`src/rtl/predicate_pkg.sv`:
```
// Purpose: shared widths, types and the queue entry layout for the predicate writeback path.
// Latency: n/a (types and helpers only).
// Backpressure: n/a.
package predicate_pkg;

  localparam int NUM_LANES = 8;
  localparam int NUM_PREGS = 64;
  localparam int NUM_WARPS = 8;

  localparam int ADDR_W = $clog2(NUM_PREGS);
  localparam int WARP_W = $clog2(NUM_WARPS);

  typedef logic [ADDR_W-1:0]    pred_addr_t;
  typedef logic [WARP_W-1:0]    warp_id_t;
  typedef logic [NUM_LANES-1:0] lane_vec_t;

  typedef struct packed {
    warp_id_t   warp;
    pred_addr_t addr;
    lane_vec_t  mask;
    lane_vec_t  data;
  } pwb_entry_t;

  localparam int ENTRY_W = $bits(pwb_entry_t);

  // True when a queued entry targets the given warp/register pair.
  function automatic logic entry_matches(pwb_entry_t e, warp_id_t w, pred_addr_t a);
    return (e.warp == w) && (e.addr == a);
  endfunction

endpackage

```
`src/rtl/pwb_fifo.sv`:
```
// Purpose: generic circular entry store with pointer/count bookkeeping; exposes every slot for lookups.
// Latency: pushed word is visible at the head on the cycle after the push edge.
// Backpressure: pushes while full and pops while empty are ignored; the caller gates on count.
module pwb_fifo #(
  parameter int WIDTH = 8,
  parameter int DEPTH = 4
) (
  input  logic                              clk,
  input  logic                              rst_n,
  input  logic                              push,
  input  logic [WIDTH-1:0]                  push_data,
  input  logic                              pop,
  output logic [WIDTH-1:0]                  head_data,
  output logic [$clog2(DEPTH):0]            count,
  output logic [DEPTH-1:0][WIDTH-1:0]       entries,
  output logic [DEPTH-1:0]                  entry_vld
);

  localparam int AW = $clog2(DEPTH);
  localparam int CW = AW + 1;

  logic [DEPTH-1:0][WIDTH-1:0] mem;
  logic [AW-1:0]               wr_ptr;
  logic [AW-1:0]               rd_ptr;
  logic                        do_push;
  logic                        do_pop;
  logic [AW-1:0]               offs [DEPTH];

  assign do_push = push && (count != CW'(DEPTH));
  assign do_pop  = pop && (count != '0);

  // Entry storage carries no reset; only the bookkeeping decides what is live.
  always_ff @(posedge clk) begin
    if (do_push) mem[wr_ptr] <= push_data;
  end

  // Pointers wrap naturally at DEPTH; count tracks occupancy including push+pop.
  always_ff @(posedge clk or negedge rst_n) begin
    if (!rst_n) begin
      wr_ptr <= '0;
      rd_ptr <= '0;
      count  <= '0;
    end else begin
      if (do_push) wr_ptr <= wr_ptr + AW'(1);
      if (do_pop)  rd_ptr <= rd_ptr + AW'(1);
      case ({do_push, do_pop})
        2'b10:   count <= count + CW'(1);
        2'b01:   count <= count - CW'(1);
        default: count <= count;
      endcase
    end
  end

  assign head_data = mem[rd_ptr];
  assign entries   = mem;

  // A slot is live when its distance from the read pointer is below the occupancy.
  always_comb begin
    for (int i = 0; i < DEPTH; i++) begin
      offs[i]      = AW'(i) - rd_ptr;
      entry_vld[i] = ({1'b0, offs[i]} < count);
    end
  end

endmodule

```
`src/rtl/predicate_writeback_queue.sv`:
```
// Purpose: in-order queue of per-lane predicate results feeding the single predicate register write port.
// Latency: accepted at edge T, request high in cycle T..T+1, written at edge T+1 when granted.
// Backpressure: in_ready drops at DEPTH entries (registered state only); wb_gnt low stalls without loss.
module predicate_writeback_queue
  import predicate_pkg::*;
#(
  parameter int DEPTH = 4
) (
  input  logic                      clk,
  input  logic                      rst_n,
  input  logic                      in_valid,
  output logic                      in_ready,
  input  logic [WARP_W-1:0]         in_warp,
  input  logic [ADDR_W-1:0]         in_addr,
  input  logic [NUM_LANES-1:0]      in_lane_mask,
  input  logic [NUM_LANES-1:0]      in_data,
  output logic                      wb_req,
  input  logic                      wb_gnt,
  output logic [WARP_W-1:0]         wb_warp,
  output logic [NUM_LANES-1:0]      write_en,
  output logic [ADDR_W-1:0]         waddr,
  output logic [NUM_LANES-1:0]      wdata,
  input  logic [WARP_W-1:0]         hz_warp,
  input  logic [ADDR_W-1:0]         hz_addr,
  output logic                      hz_hit,
  output logic [$clog2(DEPTH):0]    count
);

  localparam int CW = $clog2(DEPTH) + 1;

  pwb_entry_t                    in_entry;
  pwb_entry_t                    head;
  logic [ENTRY_W-1:0]            head_data;
  logic [DEPTH-1:0][ENTRY_W-1:0] entries;
  logic [DEPTH-1:0]              entry_vld;
  logic                          push;
  logic                          pop;

  // Ready looks only at stored occupancy, so a full queue stays closed even while popping.
  assign in_ready = (count != CW'(DEPTH));
  assign wb_req   = (count != '0);

  // A zero mask writes nothing, so it is acknowledged but never stored.
  assign push = in_valid && in_ready && (in_lane_mask != '0);
  assign pop  = wb_req && wb_gnt;

  assign in_entry = '{warp: in_warp, addr: in_addr, mask: in_lane_mask, data: in_data};

  pwb_fifo #(
    .WIDTH (ENTRY_W),
    .DEPTH (DEPTH)
  ) u_fifo (
    .clk       (clk),
    .rst_n     (rst_n),
    .push      (push),
    .push_data (in_entry),
    .pop       (pop),
    .head_data (head_data),
    .count     (count),
    .entries   (entries),
    .entry_vld (entry_vld)
  );

  assign head    = pwb_entry_t'(head_data);
  assign wb_warp = head.warp;
  assign waddr   = head.addr;
  assign wdata   = head.data;

  // The grant is the only combinational input to the write enables; the head commits on this edge.
  assign write_en = pop ? head.mask : '0;

  // Any live entry (the popping head included) targeting the looked-up register flags a hazard.
  always_comb begin
    hz_hit = 1'b0;
    for (int i = 0; i < DEPTH; i++) begin
      if (entry_vld[i] && entry_matches(pwb_entry_t'(entries[i]), hz_warp, hz_addr)) hz_hit = 1'b1;
    end
  end

endmodule

```
`config.mk`:
```
export PLATFORM = sky130hd
export DESIGN_NAME = predicate_writeback_queue
export DESIGN_NICKNAME = d
export VERILOG_FILES = /design/src/rtl/predicate_pkg.sv /design/src/rtl/pwb_fifo.sv /design/src/rtl/predicate_writeback_queue.sv
export SDC_FILE = /design/constraint.sdc
export NUM_CORES = 1
export LEC_CHECK = 0
export ABC_CLOCK_PERIOD_IN_PS = 3260
export CORE_ASPECT_RATIO = 0.9
export CORE_MARGIN = 4
export CORE_UTILIZATION = 49
export DETAILED_ROUTE_END_ITERATION = 12
export PLACE_DENSITY = 0.78
export SETUP_SLACK_MARGIN = 0.1
export SKIP_CTS_REPAIR_TIMING = 1
export SYNTH_ARGS = -nofsm -noshare
export SYNTH_HDL_FRONTEND = slang
export SYNTH_SLANG_ARGS = --single-unit
```
`constraint.sdc`:
```
create_clock -name clk -period 3.26 [get_ports clk]
set_clock_uncertainty 0.2 [all_clocks]
set_input_delay 0.978 -clock clk [delete_from_list [all_inputs] [get_ports clk]]
set_output_delay 0.978 -clock clk [all_outputs]
set_load 0.005 [all_outputs]
```
# Word-level counts from Yosys, hierarchy flattened
# Index checks and enable logic that the tools add are counted.
dict set report word_totals {
  register_bits 107
  input_bits 38
  out_inout_bits 31
  wordCells 61
}
dict set report op_classes {
  n_addsub 8
  n_lt_le_gt_ge 7
  eq_ne 11
  muxes 11
  reduce_logical 17
}
# operator count
set op_table {}
lappend op_table {{100-bit bitwise mux} 1}
lappend op_table {{25-bit binary-select mux with 2-bit select} 1}
lappend op_table {{25-bit demux with 2-bit select} 1}
lappend op_table {{25-bit 2-to-1 mux} 2}
lappend op_table {{6-bit equality test} 4}
lappend op_table {{1-bit logical AND} 14}
lappend op_table {{3-bit equality test} 4}
lappend op_table {{2-bit by 3-bit less-than comparator with 1-bit output} 4}
lappend op_table {{8-bit 2-to-1 mux} 1}
lappend op_table {{8-bit nonzero test} 1}
lappend op_table {{2-bit by 3-bit less-than comparator with 1-bit output, second input constant} 2}
lappend op_table {{3-bit one-hot mux with 2 select lines} 1}
lappend op_table {{2-bit by 1-bit adder with 2-bit output, second input constant} 2}
lappend op_table {{1-bit 2-to-1 mux} 4}
lappend op_table {{1-bit by 2-bit subtractor with 2-bit output, first input constant} 2}
lappend op_table {{2-bit subtractor, first input constant} 2}
lappend op_table {{3-bit by 1-bit adder with 3-bit output, second input constant} 1}
lappend op_table {{3-bit != test, second input constant} 1}
lappend op_table {{3-bit nonzero test} 1}
lappend op_table {{3-bit by 1-bit subtractor with 3-bit output, second input constant} 1}
lappend op_table {{2-bit by 1-bit equality test with 1-bit output, second input constant} 1}
lappend op_table {{2-bit equality test, second input constant} 1}
lappend op_table {{2-bit by 1-bit greater-or-equal comparator with 1-bit output, second input constant} 1}
lappend op_table {{2-bit nonzero test} 1}

# Logic depth before layout (Yosys ltp)
# Gate-level depths: netlist of run 1.
dict set report logic_depth {
  word_depth 7
  depth_mapped 11
  depth_no_buf 11
}

# By module
# From an unflattened synthesis of run 1, not the netlist that was laid out.
dict set report unflattened {
  cells_unflattened 255
  hier_area_um2 4683.2
}
# module instances cells_each area_per_inst_um2 seq_area_each_um2
set by_module_without_submodules {}
lappend by_module_without_submodules {pwb_fifo 1 185 4159.0 3178.0}
lappend by_module_without_submodules {predicate_writeback_queue 1 70 524.3 0.0}

# Least setup slack after synthesis of run 1
# OpenSTA, ideal clock, no wires.
dict set report synth_path {
  kind {register to output}
  startpoint {register u_fifo.rd_ptr[0]}
  endpoint {output port hz_hit}
  t_arrival_ns 2.091
  required_time_ns 2.082
  path_slack_ns -0.009
  path_stages_with_launch 10
  n_path_buf 2
  cell_sequence {dfrtp_1 -> buf_4 -> buf_4 -> xor2_1 -> inv_1 -> ha_1 -> a21oi_1 -> o2111ai_1 -> nor4_1 -> or4_1}
}
dict set report synth_between {
  elab_chain_len 7
  word_cells_on_any_way 16
  cone_classes {add/sub (4); order compare (4); mux (4); reduce/logical (4)}
}
# item line_no
set synth_rtl {}
lappend synth_rtl {{start: declaration} pwb_fifo.sv:24} ;# logic [AW-1:0] rd_ptr;
lappend synth_rtl {{start signal: assignment} pwb_fifo.sv:45} ;# if (do_pop) rd_ptr <= rd_ptr + AW'(1);
lappend synth_rtl {{1-bit by 2-bit subtractor with 2-bit output} pwb_fifo.sv:60} ;# offs[i] = AW'(i) - rd_ptr;
lappend synth_rtl {{2-bit by 3-bit less-than comparator with 1-bit output} pwb_fifo.sv:61} ;# entry_vld[i] = ({1'b0, offs[i]} < count);
lappend synth_rtl {{1-bit logical AND} predicate_writeback_queue.sv:76} ;# if (entry_vld[i] && entry_matches(pwb_entry_t'(entries[i]), hz_warp, hz_addr)) hz_hit = 1'b1;
lappend synth_rtl {{1-bit 2-to-1 mux (3 in series)} predicate_writeback_queue.sv:76}
lappend synth_rtl {{1-bit 2-to-1 mux (*)} predicate_writeback_queue.sv:76}
lappend synth_rtl {{end: declaration} predicate_writeback_queue.sv:25} ;# output logic hz_hit,
# Mark *: on every way between the ends. The rest lies on a longest branch, timed or not.

# Final worst setup path of run 1
dict set report layout_path {
  startpoint {register u_fifo.rd_ptr[1]}
  endpoint {output port hz_hit}
}
# The elaborated chain is that of the path after synthesis.

==> impl_results.md, run 1 <==
* Number of nets in the layout at 409
* DRC Markers at 0
* Slew @ Worst Pin at 0.3433 ns
* WL per Instance at 18.97 um
* Cells after DPL at 461
* CP required at 2.08 ns
* DRT iter0 DRCs at 92
* Relative slew margins at 77.04%
* H-Tree Depth at 3
* Startpoint types: flip-flop
* Post-DP HPWL at 6.648 mm
* Pwr dens at 788.1 mW/mm^2
* Post-DRT Antenna Nets at 0
* RSZ-0062 raised after global routing: yes
* FMAX at 0.2894 GHz
* Layout Cells excl Fill at 488
* Met1 usage at 22.66%
* All-Layer GR Usage at 17.41%
* Commonest non-fill, non-tap cell in the layout: edfxtp_1
* Area of the mapped netlist at 0.004631 sq mm
* # IOs at 69
* Setup CP Type: flip-flop to output pin
* Worst-path clk slew at 0.10 ns
* Largest net degree at the start of global routing at 19
* Worst vdd ir at 0.0004453 V
* FP Rows at 33
* Clock sinks at 107
* Status: complete, but fails checks
* Sequential area share after synthesis at 68.63%
* Later-pin clock latency in the skew report at 0.36 ns
* Fillers at 657
* Final count of pins violating max slew at 0
* Leakage at 2.358 nW
* Avg Vias per Cell at 5.307
* Routing usage on met2 at 29.20%
* Cts bufs inserted at 9
* Die W at 110.5 um
* #FFs+latches synth at 107
* Drt pass-1 iters at 4
* Final Hold Fails at 0
* Die height at 100.2 um
* Syn avg cell area at 18.45 sq um
* Hold Crit Class: flip-flop to flip-flop
* Busiest grt layer: met2
* Total power at 4.793 mW
* Vias in the first global route at 2787
* Antenna violations before repair at 0
* Area growth, synth to finish at 31.34%
* First-pass GRT wire length at 14.89 mm
* Maxcap violations at 0
* Starting Density at 50.52%
* GR Util met3 at 4.280%
* Setup TNS Final at -0.8934 ns
* Final Worst Setup Slack at -0.1953 ns
* CTS tree: done
* Cell family with most CP delay: simple AND/OR/NAND/NOR gates
* Final setup violating endpoints at 8
* Syn nets at 299
* Core Area at 0.009166 sq mm
* CP max-delay cell: or4_1
* DP Area at 0.005644 sq mm
* Final WL at 9.259 mm
* ANT cells at 0
* CP Capture Type: output pin
* Crit path DAT at 2.28 ns
* Fin crit period at 3.455 ns
* Layout cells sized above 1 at 27.05%
* Final Instance Area at 0.006082 sq mm
* Critical Path Fanout Max at 4
* Most frequent cells in the layout: edfxtp_1 (100), clkdlybuf4s50_1 (39), buf_4 (39), xnor2_1 (29), dlymetal6s2s_1 (28)
* Clock buffer depth at 2
* Failing checks: negative setup slack
* Yosys cell types at 28
* CP cell instances: xor2_2 -> ha_1 -> a21oi_1 -> o2111ai_1 -> nor4_1 -> or4_1 -> clkbuf_2
* Crit path buffers/inverters at 1
* Vias at 2590
* Synth warn at 0
* PortBufs at 68
* CTS Root Cell: clkbuf_8
* Max stage delay on crit path at 0.49 ns
* Final Cycle Share at 106.0%
* GRT overflow at 0
* Die area at 0.01107 sq mm
* Cells after synthesis at 251
* Routability congestion estimate at 0.8255
-- power breakdown --
group	internal (mW)	switching, mW	total (mW)
logic	1.20	0.880	2.09
clock network	0.284	0.447	0.732
registers	1.83	0.148	1.98
-- metrics by stage --
stage	util, %	worst slack, ns	hold slack, ns
floorplan	-	0.1607	0.3044
finish	66.35	-0.1953	0.3990
CTS	63.47	-0.8518	0.3939
global route	66.35	-0.2783	0.4132
global placement	61.58	-0.8391	0.3531
detailed placement	61.58	-0.8351	0.3720
-- state kept, by name, summed over array words and instances, names as in the netlist --
| name | flops |
|---|---|
| u_fifo.wr_ptr | 2 |
| u_fifo.rd_ptr | 2 |
| u_fifo.count | 3 |
| u_fifo.entries | 100 |
-- Yosys cell counts (all sizes together) --
cell type	number	area (sq um)
edfxtp	100	3003
xnor2	31	271.5
mux4	25	563.0
buf	13	72.57
xor2	12	105.1
ha	9	112.6
and3	8	50.05
inv	8	30.03
dfrtp	7	175.2
nor4	6	37.54
a21oi	5	28.78
and2	5	33.78
nand2	4	15.01
nand4	4	25.02
o2111ai	4	35.03
nor2	2	7.510
clkbuf	1	3.750
fa	1	20.02
mux2	1	11.26
nand2b	1	6.260
nand3	1	5.000
o21ai	1	5.000
or3	1	6.260
or4	1	7.510
-- path summary, 6_finish.rpt --
check                            startpoint          endpoint  slack (ns)  cells past startpoint
setup / recovery           u_fifo.rd_ptr[1]            hz_hit       -0.20                      7
hold reg to reg            u_fifo.wr_ptr[1]  u_fifo.wr_ptr[1]        0.40                      1
min in group asynchronous             rst_n   u_fifo.count[1]        0.68                      1
setup reg to reg            u_fifo.count[0]   u_fifo.count[1]        0.79                      7
hold / removal             u_fifo.wr_ptr[1]  u_fifo.wr_ptr[1]        0.40                      1
max in group asynchronous             rst_n  u_fifo.rd_ptr[1]        1.91                      1
-- cells by family after synthesis --
kind of cell	Yosys count	synth area share [%]
buffers and inverters	22	2.297
DFF	107	68.63
xor gates and xnor gates	43	8.133
muxes	26	12.40
AOI/OAI and AO/OA	10	1.486
adders and majority gates	10	2.864
and+or+nand+nor	33	4.188
-- metal layers --
layer,routed length [um],part of all wire [%]
met5,0,0
met1,3945,43
met4,182,2.0
met3,397,4.3
met2,4733,51
-- layout make-up --
class	instances	area [sq um]	share of cell area [%]
multi-input combinational	122	1401	23.04
timing repair buffer	113	1144	18.80
clock inverter	7	50.05	0.8229
clock buffer	9	123.9	2.037
tap	122	152.6	2.510
sequential	107	3181	52.29
inverter	8	30.03	0.4937
Power figures use the tool's default switching activity.
==> inputs of run 2 (changes only) <==
Settings changed: ABC_AREA from default to 1, GPL_ROUTABILITY_DRIVEN from default to 0.
==> run 2 against run 1 <==
The flow now finishes without violations. Utilization decreased by 0.96 points. Worst hold slack got worse by 0.061 ns. Total power increased by 3.6%. Clock power decreased by 0.5%. Die area increased by 4.9%. Non-clock buffer count decreased by 5. Critical path type unchanged. First-iteration DRC count increased to 3.3 times the previous value. Final area increased by 4.3%. Worst setup slack improved by 0.21 ns. Highest routed layer unchanged. Flip-flop and latch count unchanged.
==> impl_results.md, run 2 <==
* WL per Instance at 17.15 um (was 18.97 um)
* GRT overflow at 0 (unchanged)
* Die W at 113.2 um (was 110.5 um)
* Pwr dens at 782.7 mW/mm^2 (was 788.1 mW/mm^2)
* FP Rows at 34 (was 33)
* Crit path DAT at 2.06 ns (was 2.28 ns)
* Layout cells sized above 1 at 13.90% (was 27.05%)
* Setup CP Type: flip-flop to output pin (unchanged)
* Vias in the first global route at 3684 (was 2787)
* CP required at 2.08 ns (about the same)
* Area contributors post-synth: edfxtp_1 (62%), nand2_1 (8.7%), nand3_1 (5.4%) (was edfxtp_1 (65%), mux4_2 (12%), xnor2_1 (5.9%))
* Startpoint types: flip-flop (unchanged)
* Slew @ Worst Pin at 0.3762 ns (was 0.3433 ns)
* Drt pass-1 iters at 5 (was 4)
* Number of nets in the layout at 604 (was 409)
* Core Util, Final at 65.39% (was 66.35%)
* Cells after synthesis at 450 (was 251)
* Largest net degree at the start of global routing at 26 (was 19)
* Worst R2R Setup Slack at 0.75 ns (was 0.79 ns)
* Leakage at 2.840 nW (was 2.358 nW)
* Crit path buffers/inverters at 3 (was 1)
* ANT cells at 0 (unchanged)
* Flip-flop count of the largest register after layout at 100 (unchanged)
* Final Cycle Share at 99.45% (was 106.0%)
* # IOs at 69 (unchanged)
* Core Area at 0.009699 sq mm (was 0.009166 sq mm)
* #FFs+latches synth at 107 (unchanged)
* Cell family with most CP delay: simple AND/OR/NAND/NOR gates (unchanged)
* HP Start: u_fifo.count[1] (was u_fifo.wr_ptr[1])
* Vias at 3753 (was 2590)
* Cells after DPL at 669 (was 461)
* Die height at 102.6 um (was 100.2 um)
* WHS Path Cells at 2 (was 1)
* Commonest cells post-synth: nand2_1 (113), edfxtp_1 (100), inv_1 (57) (was edfxtp_1 (100), xnor2_1 (31), mux4_2 (25))
* Worst-path clk slew at 0.10 ns (about the same)
* CP cell instances: nor2_2 -> inv_1 -> nand2_2 -> inv_1 -> ha_1 -> nand2_1 -> nand2_1 -> nand2_1 -> nand3_1 -> nor2_1 -> nor2_1 -> nand2_1 -> dlymetal6s2s_1 (was xor2_2 -> ha_1 -> a21oi_1 -> o2111ai_1 -> nor4_1 -> or4_1 -> clkbuf_2)
* Worst path most repeated cell: nand2_1
* Later-pin clock latency in the skew report at 0.37 ns (was 0.36 ns)
* CTS tree: done (unchanged)
* All-Layer GR Usage at 20.41% (was 17.41%)
* Commonest non-fill, non-tap cell in the layout: nand2_1 (was edfxtp_1)
* Avg Vias per Cell at 5.463 (was 5.307)
* Async SR Flop Fraction at 6.542% (unchanged)
* Final setup violating endpoints at 0 (was 8)
* H-Tree Depth at 3 (unchanged)
* PortBufs at 68 (unchanged)
* FMAX at 0.3085 GHz (was 0.2894 GHz)
* Syn avg cell area at 10.84 sq um (was 18.45 sq um)
* EDFF count, synth at 100 (unchanged)
* Final WL at 11.78 mm (was 9.259 mm)
* Syn nets at 498 (was 299)
* Worst R2R End: u_fifo.count[2] (was u_fifo.count[1])
* Maxcap violations at 0 (unchanged)
* Relative slew margins at 74.84% (was 77.04%)
* DRT iter0 DRCs at 306 (was 92)
* Final Hold Fails at 0 (unchanged)
* Clock sinks at 107 (unchanged)
* Area leader, netlist: edfxtp_1 (unchanged)
* Max layer used: met4 (unchanged)
* DRC Markers at 0 (unchanged)
* Final Worst Setup Slack at 0.01808 ns (was -0.1953 ns)
* Antenna violations before repair at 0 (unchanged)
* Most frequent cells in the layout: nand2_1 (111), edfxtp_1 (100), inv_1 (55), nand3_1 (53), clkdlybuf4s50_1 (38) (was edfxtp_1 (100), clkdlybuf4s50_1 (39), buf_4 (39), xnor2_1 (29), dlymetal6s2s_1 (28))
* Area of the mapped netlist at 0.004877 sq mm (was 0.004631 sq mm)
* Status: complete, no violations (was complete, but fails checks)
* Max stage delay on crit path at 0.47 ns (was 0.49 ns)
* Synth warn at 0 (unchanged)
* CP max-delay cell: dfrtp_2 (was or4_1)
* Final count of pins violating max slew at 0 (unchanged)
* Area growth, synth to finish at 30.04% (was 31.34%)
* CTS Root Cell: clkbuf_8 (unchanged)
* Met2 wire length at 5.658 mm (was 4.733 mm)
* Cts bufs inserted at 9 (unchanged)
* Die area at 0.01162 sq mm (was 0.01107 sq mm)
* Crit Reg-Reg Startpoint: u_fifo.count[2] (was u_fifo.count[0])
* Sequential area share after synthesis at 65.16% (was 68.63%)
* Top cell type's share of synthesized area at 61.57% (was 64.85%)
* Cells on worst reg2reg path at 12 (was 7)
* CP Capture Type: output pin (unchanged)
* Starting Density at 50.28% (was 50.52%)
* Hold EP: u_fifo.count[1] (was u_fifo.wr_ptr[1])
* Yosys cell types at 23 (was 28)
* Critical Path Fanout Max at 6 (was 4)
* Count leader, synth: nand2_1 (was edfxtp_1)
* RSZ-0062 raised after global routing: yes (unchanged)
* Worst vdd ir at 0.0005664 V (was 0.0004453 V)
* Post-DRT Antenna Nets at 0 (unchanged)
* Met3 WL post-DR at 890 um (was 397 um)
* Post-DP HPWL at 8.154 mm (was 6.648 mm)
* Worst hold margin at 0.3376 ns (was 0.3990 ns)
* Met1 WL at 5.060 mm (was 3.945 mm)
* Hold Crit Class: flip-flop to flip-flop (unchanged)
* Clock buffer depth at 2 (unchanged)
* Synth Flop Type: edfxtp_1 (unchanged)
* Fin crit period at 3.242 ns (was 3.455 ns)
* Layout Cells excl Fill at 687 (was 488)
* Total power at 4.964 mW (was 4.793 mW)
* Setup WS pre-CTS at -0.6400 ns (was -0.8351 ns)
* First-pass GRT wire length at 18.31 mm (was 14.89 mm)
## run 2: cell types whose count changed after synthesis, sizes merged, moves of 6 or more
cell / change
nand2: +110
inv: +51
nor4: -6
a22oi: +25
nor2: +34
a31oi: +8
xnor2: -26
and3: -8
mux4: -25
nand3: +52
xor2: -9
o221ai: +6
## run 2: metal layers
metal | GRT usage [%] | vias to the layer above
met3 | 6.045 | 22
met2 | 35.15 | 166
met5 | 0 | -
met1 | 25.41 | 1805
li1 | - | 1760
met4 | 5.730 | 0
## run 2: worst max path at each step
| stage | from | to | cells after the start |
|---|---|---|---|
| 2_1_floorplan | in_lane_mask[7] | u_fifo.entries[0] | 6 |
| 3_3_place_gp | hz_addr[1] | hz_hit | 10 |
| 3_5_place_dp | hz_addr[1] | hz_hit | 10 |
| 4_1_cts | hz_addr[1] | hz_hit | 10 |
| 5_1_grt | u_fifo.rd_ptr[1] | hz_hit | 13 |
| 6_report | u_fifo.rd_ptr[1] | hz_hit | 13 |
## run 2: logic make-up after synthesis
logic type	after synthesis	share of synthesized area (%)
flip-flops	107	65.16
AND/OR/NAND/NOR	203	17.29
XOR/XNOR	8	1.437
adder cells (fa/ha/maj)	10	2.719
buffers and inverters	72	6.157
AO/OA/AOI/OAI	50	7.235
## run 2: report_power, final
part / leakage [nW] / internal, mW / switching, mW / total, mW
sequential: 0.997 / 1.82 / 0.146 / 1.97
clock: 0.0779 / 0.280 / 0.448 / 0.728
combinational: 1.76 / 1.04 / 1.23 / 2.27
total: 2.84 / 3.14 / 1.82 / 4.96
## run 2: area by class of cell
cell class / instances / area [sq um]
clock buffer: 9 / 123.9
clock inverter: 7 / 52.55
fill: 737 / 3357
inverter: 59 / 224.0
multi-input combinational: 271 / 1459
sequential: 107 / 3179
tap: 126 / 157.7
timing repair buffer: 108 / 1146
## run 2: worst min-delay path: cells and delay by family (launching register included)
kind	cells	cell delay, ns
flops	1	0.38
compound gates	1	0.07
simple gates	1	0.06
## run 2: through the flow
stage               setup TNS [ns]  cell area, sq um
floorplan                        0              4877
global placement            -3.073              5982
detailed placement          -3.078              5982
CTS                         -5.124              6158
global route               -0.2071              6342
finish                           0              6342
